[src/rtl/mac_acc_4b.sv]
// mac_acc_4b: sums TERMS consecutive 8-bit products into one valid/ready result with a sticky overflow flag.
module mac_acc_4b #(
  parameter int ACC_W = 12,
  parameter int TERMS = 4
) (
  input  logic             clk,
  input  logic             rst_n,
  input  logic             clr_i,
  input  logic [7:0]       in_prod_i,
  input  logic             in_valid_i,
  output logic             in_ready_o,
  output logic [ACC_W-1:0] out_o,
  output logic             out_valid_o,
  input  logic             out_ready_i,
  output logic             out_ovf_o,
  output logic             busy_o
);
  localparam int CNT_W = $clog2(TERMS + 1);
  typedef enum logic {ACCUM, HOLD} state_t;
  state_t           state_q, state_d;
  logic [ACC_W-1:0] acc_q, acc_d, out_q, out_d;
  logic [CNT_W-1:0] cnt_q, cnt_d;
  logic             ovf_q, ovf_d, out_ovf_q, out_ovf_d;
  logic [ACC_W:0]   sum;
  logic             accept, last;
  always_comb begin
    sum       = {1'b0, acc_q} + (ACC_W + 1)'(in_prod_i);
    accept    = in_valid_i & (state_q == ACCUM);
    last      = cnt_q == CNT_W'(TERMS - 1);
    state_d   = state_q;
    acc_d     = acc_q;
    cnt_d     = cnt_q;
    ovf_d     = ovf_q;
    out_d     = out_q;
    out_ovf_d = out_ovf_q;
    // clr drops any beat offered in the same cycle but leaves out untouched
    if (clr_i) begin
      state_d   = ACCUM;
      acc_d     = '0;
      cnt_d     = '0;
      ovf_d     = 1'b0;
      out_ovf_d = 1'b0;
    end else if (accept) begin
      acc_d = last ? '0 : sum[ACC_W-1:0];
      cnt_d = last ? '0 : cnt_q + 1'b1;
      ovf_d = ovf_q | sum[ACC_W];
      if (last) begin
        out_d     = sum[ACC_W-1:0];
        out_ovf_d = ovf_q | sum[ACC_W];
        state_d   = HOLD;
      end
    end else if (state_q == HOLD && out_ready_i) begin
      state_d   = ACCUM;
      ovf_d     = 1'b0;
      out_ovf_d = 1'b0;
    end
  end
  always_ff @(posedge clk or negedge rst_n) begin
    if (!rst_n) begin
      state_q   <= ACCUM;
      acc_q     <= '0;
      cnt_q     <= '0;
      ovf_q     <= 1'b0;
      out_q     <= '0;
      out_ovf_q <= 1'b0;
    end else begin
      state_q   <= state_d;
      acc_q     <= acc_d;
      cnt_q     <= cnt_d;
      ovf_q     <= ovf_d;
      out_q     <= out_d;
      out_ovf_q <= out_ovf_d;
    end
  end
  assign in_ready_o  = state_q == ACCUM;
  assign out_valid_o = state_q == HOLD;
  assign out_o       = out_q;
  assign out_ovf_o   = out_ovf_q;
  assign busy_o      = (cnt_q != '0) | (state_q == HOLD);
endmodule

[config.mk]
export PLATFORM = sky130hd
export DESIGN_NAME = mac_acc_4b
export DESIGN_NICKNAME = d
export VERILOG_FILES = /design/src/rtl/mac_acc_4b.sv
export SDC_FILE = /design/constraint.sdc
export NUM_CORES = 1
export LEC_CHECK = 0
export CORE_UTILIZATION = 52
export CTS_CLUSTER_DIAMETER = 100
export DETAILED_ROUTE_END_ITERATION = 6
export GPL_TIMING_DRIVEN = 0
export HOLD_SLACK_MARGIN = 0.02
export PLACE_DENSITY = 0.77
export SYNTH_ARGS = -nofsm -noshare
export SYNTH_HDL_FRONTEND = slang
export SYNTH_SLANG_ARGS = --single-unit
[constraint.sdc]
create_clock -name clk -period 2.55 [get_ports clk]
set_input_delay 0.51 -clock clk [delete_from_list [all_inputs] [get_ports clk]]
set_output_delay 0.51 -clock clk [all_outputs]
set_load 0.005 [all_outputs]
======== After elaboration in Yosys (flattened, before gate mapping) ========
Index checks and enable logic that the tools add are counted.
Widths: inputs -> output; s select.
storage, ports and cells
  register bits after elaboration ......... 30
  latch bits .............................. 0
  memory bits (writable) .................. 0
  memory bits (read-only) ................. 0
  output and inout port bits .............. 16
  memories kept ........................... 0
cells by class
  add/sub/neg operators ................... 2
  multipliers ............................. 0
  div/mod/pow operators ................... 0
  order comparisons ....................... 0
  equality and inequality tests ........... 2
  shift-type cells ........................ 0
  muxes and demuxes ....................... 15
  bitwise operators ....................... 5
  reduce and logical (&&, ||, !) cells .... 6
operators by type and width
  operator             count
  $mux 12              3
  $add 12x8->13        1
  $mux 1               9
  $mux 3               3
  $reduce_bool 3->1    2
  $add 3x1->3 const B  1
  $eq 3x2->1 const B   1
  $ne 3x2->1 const B   1
  $reduce_and 3->1     1
  $not 1->1            2
  $or 1x1->1           2
  $reduce_and 2->1     1
  $reduce_bool 2->1    1
  $and 1x1->1          1
  $logic_and 1x1->1    1

======== Longest topological paths before layout ========
  depth after elaboration ................. 5
  gate-level depth with buffers ........... 8
  mapped depth without buffers ............ 8

======== Worst setup path before layout ========
No wires, ideal clock.
  path type ............................... input port to flip-flop
  start point ............................. in in_prod_i[0]
  end point ............................... reg ovf_q
  data arrival time ....................... 2,071 ps
  data required time ...................... 2,456 ps
  path slack .............................. 385 ps
  stages on the path ...................... 8
  buffers on the path ..................... 0
  cell sequence ........................... ha_1 inv_1 fa_1 nor2b_4 o2111ai_1 a21boi_2 o211ai_2 a221oi_2
on the way
  cells in the longest elaborated chain, start to end .. 4
RTL lines
  element               RTL line  source
  start, declared       9         input logic [7:0] in_prod_i,
  $add 12x8->13         27        sum = {1'b0, acc_q} + (ACC_W + 1)'(in_prod_i);
  $or 1x1->1            46        ovf_d = ovf_q | sum[ACC_W];
  $mux 1                43        end else if (accept) begin
  $mux 1                37        if (clr_i) begin
  end signal, assigned  70        ovf_q <= ovf_d;
  end, declared         23        logic ovf_q, ovf_d, out_ovf_q, out_ovf_d;
No other way between the ends.
A chain may end at the register's enable or synchronous reset.

======== Worst setup path in the final report ========
Same ends and word-level chain as after synthesis.

==> impl_metrics.json <==
{
  "clkSinkCount": 30,
  "syn_area_per_cell_um2": 9.97,
  "syn_area_um2": 1700,
  "rsz0062_at_grt": "no",
  "dr.pass1.iters": 4,
  "finalSetupViolCount": 0,
  "period_needed_ps": 2430,
  "grt_max_degree": 31,
  "synth_edf_count": 0,
  "ys_types": 40,
  "row_count": 20,
  "worstPathArrival_ps": 2680,
  "ys_ff_latch": 30,
  "vias": 1396,
  "fin_util": 0.685,
  "io_pins": 29,
  "drv_slew": 0,
  "cts_tree": "built",
  "grt_use_total": 0.241,
  "initial_utilization": 0.554,
  "drive_gt1_frac": 0.126,
  "routedWlPerCell_um": 14.6,
  "postLayoutSetupSlackWorst_ps": 118,
  "cts-root-buf": "clkbuf_4",
  "synthArstFlopShare": 1.00,
  "layout_common_cells": "30 x dfrtp_1, 26 x clkdlybuf4s50_1, 18 x nand2_1",
  "area_growth_pct": 23.8,
  "power_leakage_nw": 0.940,
  "grt_pass1_vias": 1372,
  "final-hold-violation-count": 0,
  "final_common_cell": "dfrtp_1",
  "synth_compound_area_frac": 0.226,
  "gp_congestion": 0.808,
  "drc": 0,
  "tightest_slew_ps": 666,
  "clk_pin_slew_ps": 110,
  "die_x_um": 59.2,
  "finalPower_mw": 1.28,
  "setup.worst_path.start_class": "input port",
  "portBuffers": 27,
  "synthMuxAreaShare": 0.0389,
  "worst-path-max-fanout": 9,
  "synth_flop_cell": "dfrtp_1",
  "synth_fp_nets": 195,
  "layout.nets": 230,
  "wl_mm": 3.66,
  "dr.first_iter.drc_count": 44,
  "clk_latency_ps": 340,
  "core-area_um2": 3080,
  "cts.htree.levels": 2,
  "synth_top_family_by_area": "compound AO/OA/AOI/OAI gates",
  "vdd_ir_drop_max_mv": 0.457,
  "dp_slack_ps": -355,
  "synth_fa_ha_area_frac": 0.0852,
  "tns_ps": 0,
  "max_freq_mhz": 411,
  "yosys.area.top_type": "dfrtp_1",
  "synthXorXnorAreaFrac": 0.0411,
  "cts_resized": 0,
  "hp-class": "in2async",
  "final_antenna_net_count": 0,
  "seq_area_frac_synth": 0.441,
  "grt_remaining_overflow": 0,
  "crit_path_end_kind": "flip-flop",
  "cts_setup_buffers": 1,
  "powerDensity_nw_per_um2": 605,
  "synth-simple-area-share": 0.125,
  "cp.required_ps": 2800,
  "fin_crit_sh": 0.954,
  "synthTopCellsByArea": "dfrtp_1 44%, ha_1 7.3%, o21ai_0 4.1%",
  "die_h_um": 59.2,
  "numCtsBuffers": 5,
  "grt_pass1_wl_mm": 6.20,
  "syn_inst": 171,
  "synth_top_area_frac": 0.441,
  "maxCapViolations": 0,
  "critPathKind": "in2reg",
  "antenna_found_initial": 0,
  "hold_buffers": 0,
  "via_per_inst": 5.56,
  "relSlewSlack": 0.556,
  "dieArea_um2": 3510,
  "diodes": 0,
  "hpwl_mm": 2.58,
  "finClkSkew_ps": 8.00,
  "cts_max_path_buffers": 2,
  "synth_warnings": 0,
  "outcome": "finished, final reports clean"
}
-- sequential cells by signal, summed over array words and instances (netlist names) --
| signal | flops |
|---|---|
| ovf_q | 1 |
| cnt_q | 3 |
| acc_q | 12 |
| out_o | 12 |
| out_valid_o | 1 |
| out_ovf_o | 1 |
-- per-stage QoR --
step	area, µm²	hold WS, ps	std cells
5_1_grt	2110	248	251
3_3_place_gp	2030	461	242
4_1_cts	2110	445	251
2_1_floorplan	1700	214	171
6_report	2110	190	251
3_5_place_dp	2030	468	242
-- final timing paths --
| kind | start | end | slack, ps | depth (start not counted) |
|---|---|---|---|---|
| min reg2reg | out_o[10]$_DFFE_PN0P_ | out_o[10]$_DFFE_PN0P_ | 490 | 2 |
| max | in_prod_i[0] | ovf_q$_DFFE_PN0P_ | 120 | 10 |
| min in group clk | clr_i | ovf_q$_DFFE_PN0P_ | 450 | 2 |
| min | rst_n | out_o[10]$_DFFE_PN0P_ | 190 | 1 |
| max in group asynchronous | rst_n | out_o[7]$_DFFE_PN0P_ | 1920 | 1 |
| max reg2reg | acc_q[0]$_DFFE_PN0P_ | ovf_q$_DFFE_PN0P_ | 410 | 9 |
-- kinds of logic after synthesis --
group	Yosys count
AOI/OAI and AO/OA	54
and+or+nand+nor	43
DFF	30
buffers and inverters	19
adders and majority gates	11
xor gates and xnor gates	8
muxes	6
-- routing by layer --
metal,vias to the layer above,share of wire,wire [µm],GRT usage
met5,-,0,0,0
met4,0,0.021,76,0.105
met3,9,0.039,142,0.0480
met2,26,0.49,1780,0.409
met1,682,0.45,1660,0.294
li1,679,-,-,-
-- power by group --
part	total, mW	switching [mW]	leakage [nW]	internal [mW]
Combinational	0.338	0.165	0.486	0.174
Clock	0.383	0.180	0.0450	0.203
Sequential	0.555	0.0297	0.409	0.526
-- synthesized netlist by cell type, types with 2 or more instances --
cell type	n
mux2_2	5
nand3_1	2
a21oi_1	8
nor2_1	8
clkbuf_1	5
o21a_1	5
and3_1	2
or3_1	2
nand2_1	18
o31ai_1	4
o211ai_2	2
inv_1	11
xnor2_1	6
nor3_1	3
xor2_1	2
buf_2	2
o211ai_1	4
o2111ai_1	2
and2_1	3
a21o_1	2
ha_1	10
dfrtp_1	30
a22o_1	5
o21ai_0	14
-- layout make-up --
| cell class | instances | area [µm²] |
|---|---|---|
| multi-input cells | 122 | 880 |
| plain buffers | 7 | 28.8 |
| inverters | 12 | 45.0 |
| repair buffers | 28 | 273 |
| well taps | 44 | 55.1 |
| flip-flops and latches | 30 | 751 |
| clock buffers | 5 | 37.5 |
| clock inverters | 3 | 40.0 |
| fillers | 268 | 968 |
-- critical path, cell delays in order --
cell and delay, ps:
clkdlybuf4s50_1 470, ha_1 230, inv_1 70, fa_1 440
nor2b_4 140, o2111ai_1 160, a21boi_2 150, buf_4 170
o211ai_2 90, a221oi_2 240
Note: power is estimated with default switching activity, not from simulation.
